==> src/rtl/serial_adder_ctrl.sv <==
// Bit-serial adder: one shared full adder stepped LSB-first, one bit per clock,
// with a start/busy/done handshake and registered result outputs.

module full_adder (
    input  logic a_in,
    input  logic b_in,
    input  logic c_in,
    output logic sum_out,
    output logic carry_out
);
    assign sum_out   = a_in ^ b_in ^ c_in;
    assign carry_out = (a_in & b_in) | (a_in & c_in) | (b_in & c_in);
endmodule

module serial_adder_ctrl #(
    parameter int WIDTH = 8
) (
    input  logic             clk_in,
    input  logic             rst_in,
    input  logic             start_in,
    input  logic [WIDTH-1:0] a_in,
    input  logic [WIDTH-1:0] b_in,
    input  logic             c_in,
    output logic [WIDTH-1:0] sum_out,
    output logic             carry_out,
    output logic             busy_out,
    output logic             done_out
);
    localparam int CW = $clog2(WIDTH) + 1;
    localparam logic [CW-1:0] LAST_BIT = CW'(WIDTH - 1);

    localparam logic [1:0] IDLE = 2'd0;
    localparam logic [1:0] RUN  = 2'd1;
    localparam logic [1:0] DONE = 2'd2;

    logic [1:0]       state_q,     state_d;
    logic [WIDTH-1:0] a_sr_q,      a_sr_d;
    logic [WIDTH-1:0] b_sr_q,      b_sr_d;
    logic [WIDTH-1:0] sum_sr_q,    sum_sr_d;
    logic             carry_q,     carry_d;
    logic [CW-1:0]    cnt_q,       cnt_d;
    logic [WIDTH-1:0] sum_res_q,   sum_res_d;
    logic             carry_res_q, carry_res_d;

    logic fa_sum;
    logic fa_carry;

    full_adder u_fa (
        .a_in     (a_sr_q[0]),
        .b_in     (b_sr_q[0]),
        .c_in     (carry_q),
        .sum_out  (fa_sum),
        .carry_out(fa_carry)
    );

    always_comb begin
        state_d     = state_q;
        a_sr_d      = a_sr_q;
        b_sr_d      = b_sr_q;
        sum_sr_d    = sum_sr_q;
        carry_d     = carry_q;
        cnt_d       = cnt_q;
        sum_res_d   = sum_res_q;
        carry_res_d = carry_res_q;

        case (state_q)
            IDLE: begin
                if (start_in) begin
                    a_sr_d  = a_in;
                    b_sr_d  = b_in;
                    carry_d = c_in;
                    cnt_d   = '0;
                    state_d = RUN;
                end
            end
            RUN: begin
                sum_sr_d = {fa_sum, sum_sr_q[WIDTH-1:1]};
                a_sr_d   = {1'b0, a_sr_q[WIDTH-1:1]};
                b_sr_d   = {1'b0, b_sr_q[WIDTH-1:1]};
                carry_d  = fa_carry;
                cnt_d    = cnt_q + CW'(1);
                // Results are published only once the final bit is known,
                // so the outputs never expose a partial sum.
                if (cnt_q == LAST_BIT) begin
                    sum_res_d   = {fa_sum, sum_sr_q[WIDTH-1:1]};
                    carry_res_d = fa_carry;
                    state_d     = DONE;
                end
            end
            DONE: begin
                state_d = IDLE;
            end
            default: begin
                state_d = IDLE;
            end
        endcase
    end

    always_ff @(posedge clk_in or posedge rst_in) begin
        if (rst_in) begin
            state_q     <= IDLE;
            a_sr_q      <= '0;
            b_sr_q      <= '0;
            sum_sr_q    <= '0;
            carry_q     <= 1'b0;
            cnt_q       <= '0;
            sum_res_q   <= '0;
            carry_res_q <= 1'b0;
        end else begin
            state_q     <= state_d;
            a_sr_q      <= a_sr_d;
            b_sr_q      <= b_sr_d;
            sum_sr_q    <= sum_sr_d;
            carry_q     <= carry_d;
            cnt_q       <= cnt_d;
            sum_res_q   <= sum_res_d;
            carry_res_q <= carry_res_d;
        end
    end

    assign sum_out   = sum_res_q;
    assign carry_out = carry_res_q;
    assign busy_out  = (state_q == RUN);
    assign done_out  = (state_q == DONE);

endmodule

==> config.mk <==
export PLATFORM = sky130hd
export DESIGN_NAME = serial_adder_ctrl
export DESIGN_NICKNAME = d
export VERILOG_FILES = /design/src/rtl/serial_adder_ctrl.sv
export SDC_FILE = /design/constraint.sdc
export NUM_CORES = 1
export LEC_CHECK = 0
export ABC_AREA = 1
export BUFFER_PORTS_ARGS = -buffer_cell sky130_fd_sc_hd__buf_2
export CAP_MARGIN = 40
export CORE_ASPECT_RATIO = 0.8
export CORE_MARGIN = 2
export CORE_UTILIZATION = 36
export CTS_CLUSTER_SIZE = 12
export DETAILED_ROUTE_END_ITERATION = 10
export GPL_TIMING_DRIVEN = 0
export RECOVER_POWER = 50
export SLEW_MARGIN = 30
export SYNTH_ARGS = -nofsm -noshare
export SYNTH_HDL_FRONTEND = slang
export SYNTH_SLANG_ARGS = --single-unit
export TNS_END_PERCENT = 10
==> constraint.sdc <==
create_clock -name clk_in -period 1.8 [get_ports clk_in]
set_clock_uncertainty 0.2 [all_clocks]
set_input_delay 0.09 -clock clk_in [delete_from_list [all_inputs] [get_ports clk_in]]
set_output_delay 0.09 -clock clk_in [all_outputs]
set_load 0.02 [all_outputs]
# == Word-level counts from Yosys, hierarchy flattened ==
# Cells that the tools add are included.
# word_totals
wordCells,37
input_bits,20
reg_bits,40
out_inout_bits,11
# op_classes
bitwise,7
mux,11
addsub,1
eq_ne,5
reduce_logical,5
# op_table
op,count
one-hot mux 8 bit (2 select lines),2
2-to-1 mux 8 bit,2
one-hot mux 4 bit (2 select lines),1
AND reduction 2 bit,3
"adder 4 x 1 -> 4 bit, second input constant",1
"== test 4 x 3 -> 1 bit, second input constant",1
2-to-1 mux 2 bit,2
2-to-1 mux 4 bit,1
one-hot mux 2 bit (2 select lines),1
AND 1 bit,3
"== test 2 x 1 -> 1 bit, second input constant",1
"== test 2 bit, second input constant",1
zero test 2 bit,1
"!= test 2 x 1 -> 1 bit, second input constant",1
"!= test 2 bit, second input constant",1
bitwise OR 1 bit,2
one-hot mux 1 bit (2 select lines),1
nonzero test 2 bit,1
XOR 1 bit,2
2-to-1 mux 1 bit,1

# == Longest topological paths before layout ==
# depth
depth_word,4
ltp_mapped,6
ltp_nobuf,6

# == Cells and area by module ==
# Synthesis repeated with hierarchy kept, for this count alone.
# hier_totals
cells_unflattened,191
hier_area_um2,1681.6
# modules_own_cells
mod,cells_per_inst,seq_area_each_um2,area_each_um2,n_inst
serial_adder_ctrl,190,975.9,1661.6,1
full_adder,1,0.0,20.0,1

# == Least setup slack after synthesis ==
# Ideal clock, no wire load.
# synth_timing
kind,reg2reg
startpoint,reg cnt_q[0]
endpoint,"reg sum_res_q[7], in the netlist sum_out[7]"
period_less_slack_ps,1313
path_slack_ps,487
setup_ps,117
arrival_time_ps,997
stages_incl_launch_ff,7
required_ps,1483
n_path_buf,0
cell_sequence,dfrtp_1 ha_1 nand2_1 nor2_1 nand2_2 nand2_1 nand2_1
# synth_via
elab_chain_cells,2
# synth_lines
element,line_no,rtl
start: declaration,41,"logic [CW-1:0] cnt_q, cnt_d;"
start signal: assignment,115,cnt_q <= cnt_d;
== test 4 x 3 -> 1 bit,84,if (cnt_q == LAST_BIT) begin
AND reduction 2 bit (no source line),n/a,
end signal: assignment,116,sum_res_q <= sum_res_d;
end: declaration,42,"logic [WIDTH-1:0] sum_res_q, sum_res_d;"
# Every way passes these cells.
# A chain may end at the register's enable or synchronous reset.

# == Worst setup path after layout ==
# layout_timing
startpoint,reg state_q[0]
endpoint,out busy_out
# layout_via
elab_chain_cells,1
# layout_lines
element,line_no,rtl
start: declaration,36,"logic [1:0] state_q, state_d;"
start signal: assignment,110,state_q <= state_d;
== test 2 x 1 -> 1 bit,123,assign busy_out = (state_q == RUN);
end: declaration,26,"output logic busy_out,"
# Every way passes these cells.

==> metrics <==
Top delay family on crit path flip-flops; largest net degree at the start of global routing 25; Critical Path RT 1510 ps; Max rail drop VDD 0.631 mV; Hold WC Path Type in -> async; Clock Root Buffer clkbuf_8; Pleak 1.13 nW; area delta synth->final 30.4%; Inserted Diodes 0; Commonest cells post-synth nand2_1, dfrtp_1, nand3_1, buf_2, o21ai_0; Tot GR Track Use 15.1%; Post-synth EDFFs 0; PnR worst setup slack 236 ps; power after layout 3.43 mW; Mapped Avg Cell Area 8.90 um2; RSZ-0062 raised after global routing no; cell type with the largest total area after synthesis dfrtp_1; actual slew at the worst max-slew pin 577 ps; Setup TNS 0 ps; top_reg_cell synth dfrtp_1; Port Buffer Count 30; residual DRC count 0; chip width 80.8 um; Vias/cell 4.56; core area 0.00457 mm2; clock edge transition at the registers on the reported setup and hold paths 70 ps; buffers and inverters on the worst path 3; initial antenna violation count 0; initial core utilization 37.2%; Hold Slack 204 ps; Via Count 1,408; Place WS 290 ps; critical path peak fanout 10; critical path launch point type flip-flop; postcts setup bufs 0; Final setup viols 0; Final period util 86.9%; drt first-iter violations 80; final wirelength 3480 um; DIE AREA 0.00529 mm2; top cells by area, synth dfrtp_1, nand2_1, nand3_1; vias in the first global route 1,386; Peak Freq 0.640 GHz; row cnt 22; die height 65.5 um; nets 270; sequential element share of the synthesized area 57.4%; number of synthesized register bits 39; CP Cell Sequence nand2_4 > inv_6 > buf_6 > buf_2; post-detail-place hpwl 2430 um; fraction of registers with async set/reset 100%; Fin. Hold Viols 0; CTS tree yes; post-synth top area share 57.4%; top-count cell post-synth nand2_1; final worst path period need 1560 ps; MaxCap Viol Count 0; DP Area 0.00195 mm2; synth unique cells 19; Synth Cell Area 0.00170 mm2; H-tree levels 2; status complete, no violations; pwr dens 1550 mW/mm2; Worst Setup End Kind output pin; Avg WL per Cell 11.3 um; max-slew violation count 0; layout cells sized above 1 19.7%; GP Congestion 0.804; syn_nets 213; kind of critical path reg -> out; grt total ovfl 0; fin area 0.00222 mm2; first-pass GRT wire length 6180 um; CTS Buf Count 5; Clk Latency, worst-skew pair 280 ps; CP arrival 1270 ps; DRT Pass-1 Iters 4; Post-Synthesis Cells 191; Worst slew margin 61.5%; Crit-path slowest cell dfrtp_1; Sink Count 39; Final ANT Viol Nets 0; synthesis warning total 0; IO Pins 31; Max stage delay on crit path 450 ps; clk buf depth 2
flip-flops by register name, summed over array words and instances, names as in the netlist:
name       flops
sum_sr_q       7
a_sr_q         8
carry_out      1
carry_q        1
state_q        2
cnt_q          4
sum_out        8
b_sr_q         8
power breakdown:
group / total, mW / leakage (nW) / switching (mW) / internal [mW]
logic: 1.30 / 0.583 / 0.796 / 0.505
clock network: 0.630 / 0.0515 / 0.281 / 0.349
registers: 1.50 / 0.496 / 0.250 / 1.25
total: 3.43 / 1.13 / 1.33 / 2.11
final timing paths:
check | start | end | slack, ps | cells after the start
min in group clk_in | sum_sr_q[1]$_DFFE_PP0P_ | sum_out[0]$_DFFE_PP0P_ | 280 | 2
worst min-delay path | rst_in | sum_out[6]$_DFFE_PP0P_ | 200 | 3
worst max-delay path | state_q[0]$_DFFE_PP0P_ | busy_out | 240 | 4
worst min register to register | sum_sr_q[1]$_DFFE_PP0P_ | sum_out[0]$_DFFE_PP0P_ | 280 | 2
max in group asynchronous | rst_in | a_sr_q[3]$_DFFE_PP0P_ | 400 | 4
worst max register to register | cnt_q[0]$_DFFE_PP0P_ | sum_out[1]$_DFFE_PP0P_ | 290 | 6
through the flow:
stage,cells,util [%]
finish,309,48.5
global route,309,48.5
CTS,309,48.9
detailed placement,282,42.6
global placement,281,42.1
floorplan,191,-
area by class of cell:
class	instances	area, um2
Tap cell	60	75.1
Fill cell	462	2350
Buffer	8	61.3
Multi-Input combinational cell	139	639
Timing Repair Buffer	50	342
Inverter	5	23.8
Sequential cell	39	976
Clock buffer	8	100
cells in the final DEF (no fill, tap or decap), drive strengths merged, types with 4 or more instances in the layout:
| cell type | n |
|---|---|
| nand2 | 87 |
| dfrtp | 39 |
| nand3 | 39 |
| buf | 33 |
| dlygate4sd3 | 19 |
| clkbuf | 14 |
| inv | 5 |
| nor2 | 5 |
| o21ai | 4 |
what timing repair did:
item / CTS / global route
hold endpoints to repair: 57 / 0
resized for setup: 0 / 0
hold buffers: 19 / 0
worst register-to-register path: cells and delay by family, from the launching register on:
family,cells,cell delay (ps)
and+or+nand+nor,5,560
DFF,1,430
adders and majority gates,1,220
cells by family after synthesis:
group	after synthesis	share of synthesized area, %
simple gates	132	34.1
fa+ha+maj	2	1.91
compound gates	5	1.62
flops	39	57.4
buf+inv	13	5.00
metal layers:
metal / global-route usage [%] / vias up / wire [um] / share of wire, %
met5: 0 / - / 0 / 0
met4: 4.45 / 0 / 41 / 1.2
met3: 3.71 / 7 / 151 / 4.3
met2: 22.1 / 25 / 1420 / 41
met1: 22.2 / 648 / 1870 / 54
li1: - / 728 / - / -
Note: power is estimated with default switching activity, not from simulation.
